**src/rtl/mips_multicycle_control_if.sv**
```systemverilog
// rtl/mips_multicycle_control_if.sv - opcode/handshake inputs and datapath control strobes
// master = control FSM, slave = datapath side.
interface mips_multicycle_control_if;
  logic [5:0] op;
  logic       mem_ready;
  logic       pc_write;
  logic       pc_write_cond;
  logic       i_or_d;
  logic       mem_read;
  logic       mem_write;
  logic       mem_to_reg;
  logic       ir_write;
  logic [1:0] pc_source;
  logic [1:0] alu_op;
  logic       alu_src_a;
  logic [1:0] alu_src_b;
  logic       reg_write;
  logic       reg_dst;
  logic       illegal_op;
  logic [3:0] state;

  modport master (
    input  op, mem_ready,
    output pc_write, pc_write_cond, i_or_d, mem_read, mem_write, mem_to_reg,
           ir_write, pc_source, alu_op, alu_src_a, alu_src_b, reg_write,
           reg_dst, illegal_op, state
  );

  modport slave (
    output op, mem_ready,
    input  pc_write, pc_write_cond, i_or_d, mem_read, mem_write, mem_to_reg,
           ir_write, pc_source, alu_op, alu_src_a, alu_src_b, reg_write,
           reg_dst, illegal_op, state
  );
endinterface

```
**src/rtl/mips_multicycle_control.sv**
```systemverilog
// rtl/mips_multicycle_control.sv - multi-cycle MIPS main control FSM
// Optional addi support (EXEC_I/I_DONE) built when MIPS_CTRL_ADDI_EN is defined.
module mips_multicycle_control (
  input  logic                              clk,
  input  logic                              reset,
  mips_multicycle_control_if.master         bus
);

  localparam logic [5:0] OP_R   = 6'b000000;
  localparam logic [5:0] OP_LW  = 6'b100011;
  localparam logic [5:0] OP_SW  = 6'b101011;
  localparam logic [5:0] OP_BEQ = 6'b000100;
  localparam logic [5:0] OP_J   = 6'b000010;
`ifdef MIPS_CTRL_ADDI_EN
  localparam logic [5:0] OP_ADDI = 6'b001000;
`endif

  typedef enum logic [3:0] {
    S_IDLE     = 4'd0,
    S_FETCH    = 4'd1,
    S_DECODE   = 4'd2,
    S_MEM_ADDR = 4'd3,
    S_MEM_RD   = 4'd4,
    S_MEM_WB   = 4'd5,
    S_MEM_WR   = 4'd6,
    S_EXEC_R   = 4'd7,
    S_R_DONE   = 4'd8,
    S_BRANCH   = 4'd9,
    S_JUMP     = 4'd10
`ifdef MIPS_CTRL_ADDI_EN
    ,
    S_EXEC_I   = 4'd11,
    S_I_DONE   = 4'd12
`endif
  } state_t;

  typedef struct packed {
    logic       pc_write;
    logic       pc_write_cond;
    logic       i_or_d;
    logic       mem_read;
    logic       mem_write;
    logic       mem_to_reg;
    logic [1:0] pc_source;
    logic [1:0] alu_op;
    logic       alu_src_a;
    logic [1:0] alu_src_b;
    logic       reg_write;
    logic       reg_dst;
  } ctl_t;

  state_t state_q, state_d;
  ctl_t   ctl_q;

  // Moore decode; evaluated on the next state so the registered copy lines up with state_q.
  function automatic ctl_t decode(input state_t s);
    ctl_t c;
    c = '0;
    case (s)
      S_FETCH:    begin c.mem_read = 1'b1; c.alu_src_b = 2'b01; end
      S_DECODE:   c.alu_src_b = 2'b11;
      S_MEM_ADDR: begin c.alu_src_a = 1'b1; c.alu_src_b = 2'b10; end
      S_MEM_RD:   begin c.mem_read = 1'b1; c.i_or_d = 1'b1; end
      S_MEM_WB:   begin c.reg_write = 1'b1; c.mem_to_reg = 1'b1; end
      S_MEM_WR:   begin c.mem_write = 1'b1; c.i_or_d = 1'b1; end
      S_EXEC_R:   begin c.alu_src_a = 1'b1; c.alu_op = 2'b10; end
      S_R_DONE:   begin c.reg_write = 1'b1; c.reg_dst = 1'b1; end
      S_BRANCH: begin
        c.alu_src_a     = 1'b1;
        c.alu_op        = 2'b01;
        c.pc_write_cond = 1'b1;
        c.pc_source     = 2'b01;
      end
      S_JUMP:     begin c.pc_write = 1'b1; c.pc_source = 2'b10; end
`ifdef MIPS_CTRL_ADDI_EN
      S_EXEC_I:   begin c.alu_src_a = 1'b1; c.alu_src_b = 2'b10; end
      S_I_DONE:   c.reg_write = 1'b1;
`endif
      default:    c = '0;
    endcase
    return c;
  endfunction

  always_comb begin
    state_d = S_FETCH;
    case (state_q)
      S_FETCH:  state_d = bus.mem_ready ? S_DECODE : S_FETCH;
      S_DECODE: begin
        case (bus.op)
          OP_R:         state_d = S_EXEC_R;
          OP_LW, OP_SW: state_d = S_MEM_ADDR;
          OP_BEQ:       state_d = S_BRANCH;
          OP_J:         state_d = S_JUMP;
`ifdef MIPS_CTRL_ADDI_EN
          OP_ADDI:      state_d = S_EXEC_I;
`endif
          default:      state_d = S_FETCH;
        endcase
      end
      S_MEM_ADDR: begin
        if (bus.op == OP_LW)      state_d = S_MEM_RD;
        else if (bus.op == OP_SW) state_d = S_MEM_WR;
        else                      state_d = S_FETCH;
      end
      S_MEM_RD: state_d = bus.mem_ready ? S_MEM_WB : S_MEM_RD;
      S_MEM_WR: state_d = bus.mem_ready ? S_FETCH : S_MEM_WR;
      S_EXEC_R: state_d = S_R_DONE;
`ifdef MIPS_CTRL_ADDI_EN
      S_EXEC_I: state_d = S_I_DONE;
`endif
      default:  state_d = S_FETCH;
    endcase
  end

  always_ff @(posedge clk or posedge reset) begin
    if (reset) begin
      state_q <= S_IDLE;
      ctl_q   <= '0;
    end else begin
      state_q <= state_d;
      ctl_q   <= decode(state_d);
    end
  end

  // The only Mealy terms: fetch strobes wait on mem_ready, illegal_op flags a DECODE that falls back to FETCH.
  assign bus.ir_write      = (state_q == S_FETCH) && bus.mem_ready;
  assign bus.pc_write      = ctl_q.pc_write | ((state_q == S_FETCH) && bus.mem_ready);
  assign bus.illegal_op    = (state_q == S_DECODE) && (state_d == S_FETCH);
  assign bus.pc_write_cond = ctl_q.pc_write_cond;
  assign bus.i_or_d        = ctl_q.i_or_d;
  assign bus.mem_read      = ctl_q.mem_read;
  assign bus.mem_write     = ctl_q.mem_write;
  assign bus.mem_to_reg    = ctl_q.mem_to_reg;
  assign bus.pc_source     = ctl_q.pc_source;
  assign bus.alu_op        = ctl_q.alu_op;
  assign bus.alu_src_a     = ctl_q.alu_src_a;
  assign bus.alu_src_b     = ctl_q.alu_src_b;
  assign bus.reg_write     = ctl_q.reg_write;
  assign bus.reg_dst       = ctl_q.reg_dst;
  assign bus.state         = state_q;

endmodule
```
**src/flat_wrapper.sv**
```systemverilog
// flat-port wrapper written by rule: the top's interface ports become plain ports
module mips_multicycle_control_flat 
  (clk, reset, bus_op, bus_mem_ready, bus_pc_write, bus_pc_write_cond, bus_i_or_d, bus_mem_read, bus_mem_write, bus_mem_to_reg, bus_ir_write, bus_pc_source, bus_alu_op, bus_alu_src_a, bus_alu_src_b, bus_reg_write, bus_reg_dst, bus_illegal_op, bus_state);
  mips_multicycle_control_if bus_i ();
  input  logic clk;
  input  logic reset;
  input wire logic [$bits(bus_i.op)-1:0] bus_op;
  input wire logic [$bits(bus_i.mem_ready)-1:0] bus_mem_ready;
  output wire logic [$bits(bus_i.pc_write)-1:0] bus_pc_write;
  output wire logic [$bits(bus_i.pc_write_cond)-1:0] bus_pc_write_cond;
  output wire logic [$bits(bus_i.i_or_d)-1:0] bus_i_or_d;
  output wire logic [$bits(bus_i.mem_read)-1:0] bus_mem_read;
  output wire logic [$bits(bus_i.mem_write)-1:0] bus_mem_write;
  output wire logic [$bits(bus_i.mem_to_reg)-1:0] bus_mem_to_reg;
  output wire logic [$bits(bus_i.ir_write)-1:0] bus_ir_write;
  output wire logic [$bits(bus_i.pc_source)-1:0] bus_pc_source;
  output wire logic [$bits(bus_i.alu_op)-1:0] bus_alu_op;
  output wire logic [$bits(bus_i.alu_src_a)-1:0] bus_alu_src_a;
  output wire logic [$bits(bus_i.alu_src_b)-1:0] bus_alu_src_b;
  output wire logic [$bits(bus_i.reg_write)-1:0] bus_reg_write;
  output wire logic [$bits(bus_i.reg_dst)-1:0] bus_reg_dst;
  output wire logic [$bits(bus_i.illegal_op)-1:0] bus_illegal_op;
  output wire logic [$bits(bus_i.state)-1:0] bus_state;
  assign bus_i.op = bus_op;
  assign bus_i.mem_ready = bus_mem_ready;
  assign bus_pc_write = bus_i.pc_write;
  assign bus_pc_write_cond = bus_i.pc_write_cond;
  assign bus_i_or_d = bus_i.i_or_d;
  assign bus_mem_read = bus_i.mem_read;
  assign bus_mem_write = bus_i.mem_write;
  assign bus_mem_to_reg = bus_i.mem_to_reg;
  assign bus_ir_write = bus_i.ir_write;
  assign bus_pc_source = bus_i.pc_source;
  assign bus_alu_op = bus_i.alu_op;
  assign bus_alu_src_a = bus_i.alu_src_a;
  assign bus_alu_src_b = bus_i.alu_src_b;
  assign bus_reg_write = bus_i.reg_write;
  assign bus_reg_dst = bus_i.reg_dst;
  assign bus_illegal_op = bus_i.illegal_op;
  assign bus_state = bus_i.state;
  mips_multicycle_control u_core (.clk(clk), .reset(reset), .bus(bus_i));
endmodule
```
**config.mk**
```make
export PLATFORM = sky130hd
export DESIGN_NAME = mips_multicycle_control_flat
export DESIGN_NICKNAME = d
export VERILOG_FILES = /design/src/rtl/mips_multicycle_control_if.sv /design/src/rtl/mips_multicycle_control.sv /design/src/flat_wrapper.sv
export SDC_FILE = /design/constraint.sdc
export NUM_CORES = 1
export LEC_CHECK = 0
export BUFFER_PORTS_ARGS = -buffer_cell sky130_fd_sc_hd__buf_2
export CAP_MARGIN = 0
export CORE_MARGIN = 2
export CORE_UTILIZATION = 50
export DETAILED_ROUTE_END_ITERATION = 16
export GPL_ROUTABILITY_DRIVEN = 0
export PLACE_DENSITY_LB_ADDON = 0.05
export SLEW_MARGIN = 0
export SYNTH_ARGS = -nofsm -noshare
export SYNTH_HDL_FRONTEND = slang
export SYNTH_SLANG_ARGS = --single-unit
```
**constraint.sdc**
```tcl
create_clock -name clk -period 7 [get_ports clk]
set_clock_uncertainty 0.05 [all_clocks]
set_input_delay 1.4 -clock clk [delete_from_list [all_inputs] [get_ports clk]]
set_output_delay 1.4 -clock clk [all_outputs]
set_load 0.01 [all_outputs]
```
* Word level (Yosys, flattened, before mapping)
Index checks and enable logic that the tools add are counted.
Storage, ports and cells: register bits after elaboration 19, input bits 9, output and inout bits 21, logic and storage cells 61
Operators by class: equal/unequal tests 20, muxes and demuxes 19, bitwise logic cells 1, reductions and logical operators 8
Operator list (count):
- equality test 4 x 3 -> 1 bit, second input constant | 7
- case mux 4 bit (6 select lines) | 1
- equality test 4 x 2 -> 1 bit, second input constant | 4
- case mux 4 bit (4 select lines) | 1
- equality test 4 bit, second input constant | 3
- equality test 6 bit, second input constant | 2
- two-way mux 1 bit | 10
- equality test 4 x 1 -> 1 bit, second input constant | 2
- case mux 2 bit (2 select lines) | 2
- OR reduction 2 bit | 4
- equality test 6 x 2 -> 1 bit, second input constant | 1
- equality test 6 x 3 -> 1 bit, second input constant | 1
- logical NOT 6 bit | 1
- two-way mux 3 bit | 2
- case mux 2 bit (3 select lines) | 1
- two-way mux 4 bit | 1
- OR reduction 3 bit | 1
- logical AND 1 bit | 2
- two-way mux 2 bit | 1
- bitwise OR 1 bit | 1

* Logic depth before layout (Yosys ltp)
depth after elaboration 7, gate-level depth with buffers 6

* Worst setup path before layout
Ideal clock, no wire load.
path type input port to output port, from in bus_op[5], to out bus_illegal_op, data arrival time 2.734 ns, setup slack 2.816 ns, stages on the path 5, buffers on the path 0, path through or4_4 > o21ba_1 > a2111o_1 > nand3_2 > nor3_1
Between the ends: cells in the longest elaborated chain, start to end 6
Ends and longest elaborated chain:
- from (decl) | RTL line flat_wrapper.sv:7 | input wire logic [$bits(bus_i.op)-1:0] bus_op;
- equality test 6 bit (on tied branches) | RTL line mips_multicycle_control.sv:89, mips_multicycle_control.sv:102, mips_multicycle_control.sv:101
- OR reduction 2 bit or two-way mux 3 bit (tied branches) | RTL line mips_multicycle_control.sv:89, mips_multicycle_control.sv:102
- case mux 4 bit (4 select lines) or two-way mux 4 bit (tied branches) | RTL line mips_multicycle_control.sv:89, mips_multicycle_control.sv:101
- case mux 4 bit (6 select lines) * | RTL line mips_multicycle_control.sv:86 | case (state_q)
- via u_core.state_d[0] | RTL line mips_multicycle_control.sv:52 | state_t state_q, state_d;
- equality test 4 x 1 -> 1 bit * | RTL line mips_multicycle_control.sv:128 | assign bus.illegal_op = (state_q == S_DECODE) && (state_d == S_FETCH);
- logical AND 1 bit * | RTL line mips_multicycle_control.sv:128
- to (decl) | RTL line flat_wrapper.sv:22 | output wire logic [$bits(bus_i.illegal_op)-1:0] bus_illegal_op;
The timed path passes the listed nets; every way through them passes the cells marked *.

* Final worst setup path
Ends and elaborated chain as after synthesis.

==> run summary <==
Max FFs per register: 4
Hold path start: u_core.bus.state[1]$_DFF_PP0_
Syn nets: 87
Max incr delay on CP: 0.54 ns
Buffer levels on the longest clock path: 2
Fin Hold WS: 0.666 ns
Hold-fix buffers at CTS: 0
Critical Path RT: 5.55 ns
N_diodes: 0
CP startpoint: bus_op[5]
Final setup violation count: 0
RSZ-0062 raised after global routing: no
Worst hold path class: reg -> reg
Worst Path Max Fanout: 5
Initial antenna violation count: 0
Max Cap Violations: 0
All-Layer GR Usage: 0.172
Worst path cell trace: buf_2 -> or4_4 -> o21ba_1 -> a2111o_1 -> nand3_2 -> nor3_1 -> buf_2
Mapped Area: 845 µm²
# fillers: 138
Number of gates resized after CTS: 0
Die height: 45.1 µm
Vias: 637
Die Span X: 45.1 µm
Max rail drop VDD: 0.000187 V
Post-Synthesis Cells: 78
Status: complete, no violations
Synth Register Bits: 18
Initial Util: 0.548
Slowest cell on the critical path: or4_4
Core ar.: 1540 µm²
Period utilisation layout: 0.640
Final HPWL DP: 1.23 mm
Seq/Total Area, Yosys: 0.533
CTS buffer count: 3
Clock slew at reported path FFs: 0.10 ns
Final setup TNS: 0 ns
Highest routed metal layer: met4
Fin. max-slew vios: 0
P per Cell Area: 294 nW/µm²
Tightest Pin Transition: 0.645 ns
Fin nets: 115
CTS root buffer: clkbuf_4
Postcts setup bufs: 0
Critical Path Source Type: input pin
Worst path arrival time: 3.03 ns
# IOs: 30
Routed Antenna Nets: 0
CP most frequent cell: buf_2
Crit path kind: in -> out
F_max: 0.223 GHz
Post-Route WL: 1.57 mm
First-pass detailed-route iteration total: 3
Reg2reg start: u_core.bus.state[0]$_DFF_PP0_
Latest clock arrival within the worst-skew pair: 0.29 ns
Worst relative slew slack: 0.570
CP Buf/Inv Count: 2
Power, Total: 0.294 mW
Crit. End Element: output port
Largest net degree at the start of global routing: 19
IO buf count: 29
CTS tree: done
First-pass GRT wire length: 2.51 mm
Family with the most delay on the worst path: simple AND/OR/NAND/NOR gates
WL met1: 720 µm
# H-tree levels: 1
Routed len/inst: 12.9 µm
Initial DRC Count: 5
Die Area: 2030 µm²
Routed wl met3: 67 µm
Warnings from Yosys: 0
Dominant cell type by area after synthesis: dfrtp_1
Synth unique cells: 31
Vias in the first global route: 581
Pleak: 0.571 nW
Top cell type's share of synthesized area: 0.533
Avg Synthesized Cell Area: 10.8 µm²
Overflow after GRT: 0
Met2 WL post-DR: 762 µm
Site Rows: 14
Layout area overhead: 18.5%
Crit path time final: 4.48 ns
Via-per-instance ratio: 5.26
Final Hold Fails: 0
Largest cells by area after synthesis: dfrtp_1, buf_4, nor2_1
Share of cells above drive strength 1: 0.371
Post-route DRC: 0
CTS Sinks: 18
[kinds of logic after synthesis]
| family | Yosys count | synth area share |
|---|---|---|
| simple gates | 34 | 0.246 |
| flops | 18 | 0.533 |
| compound gates | 13 | 0.130 |
| buf+inv | 12 | 0.0800 |
| xor+xnor | 1 | 0.0104 |
[power breakdown]
part           internal [mW]  switching, mW  total [mW]
Clock                 0.0317         0.0311      0.0628
Combinational         0.0475         0.0531       0.101
Sequential             0.119         0.0113       0.131
[per-stage QoR]
| step | instances | setup slack, ns | area [µm²] | util |
|---|---|---|---|---|
| after floorplan | 78 | 2.82 | 845 | - |
| after global placement | 117 | 2.55 | 965 | 0.626 |
| after detailed placement | 117 | 2.52 | 965 | 0.626 |
| after CTS | 121 | 2.52 | 1000 | 0.649 |
| after global routing | 121 | 2.35 | 1000 | 0.649 |
| final | 121 | 2.52 | 1000 | 0.649 |
[placed cells by master (no fill, tap or decap), drive strengths merged, types with 3 or more instances in the layout]
| cell type | netlist | routed |
|---|---|---|
| nor2b | 3 | 3 |
| nand3 | 3 | 3 |
| buf | 6 | 29 |
| dfrtp | 18 | 18 |
| a21oi | 3 | 3 |
| clkbuf | 0 | 4 |
| nor2 | 9 | 9 |
| nor3 | 3 | 3 |
| nand2b | 3 | 3 |
| inv | 6 | 6 |
[worst register-to-register path, delay by kind of cell (launching register included)]
family | cells | cell delay (ns)
simple gates | 4 | 1.37
flops | 1 | 0.46
compound gates | 1 | 0.23
[Yosys cell counts (all sizes together)]
cell and count:
a21o 1, a221oi 1, o21a 1, nor3 3, nor2b 3, or2 1, nor4bb 2, or4 1
nand2 2, nor2 9, o21ai 2, or3b 1, nand2b 3, a2bb2oi 1, inv 6, o21ba 1
or4b 1, and4b 1, and3 1, a21oi 3, xnor2 1, a21boi 1, nor4 1, a2bb2o 1
dfrtp 18, nand3 3, nor3b 2, a2111o 1, buf 6
[area by class of cell]
class	count	area (µm²)	area share
multi-input cells	48	327	0.326
repair buffers	29	145	0.145
flip-flops and latches	18	450	0.450
inverters	6	22.5	0.0225
well taps	16	20.0	0.0200
clock buffers	4	36.3	0.0363
[layer usage]
layer	up-vias	GRT usage
met2	14	0.280
met5	-	0
li1	322	-
met3	2	0.0360
met4	0	0.0706
met1	299	0.224
[final timing paths]
check	endpoint	slack (ns)	cells after the start
min in group asynchronous	u_core.bus.alu_src_b[1]$_DFF_PP0_	1.12	2
min reg2reg	u_core.bus.mem_to_reg$_DFF_PP0_	0.67	2
max	bus_illegal_op	2.52	7
max in group asynchronous	u_core.bus.state[3]$_DFF_PP0_	5.36	2
max reg2reg	u_core.bus.mem_read$_DFF_PP0_	4.80	5
min	u_core.bus.mem_to_reg$_DFF_PP0_	0.67	2
Power figures use the tool's default switching activity.
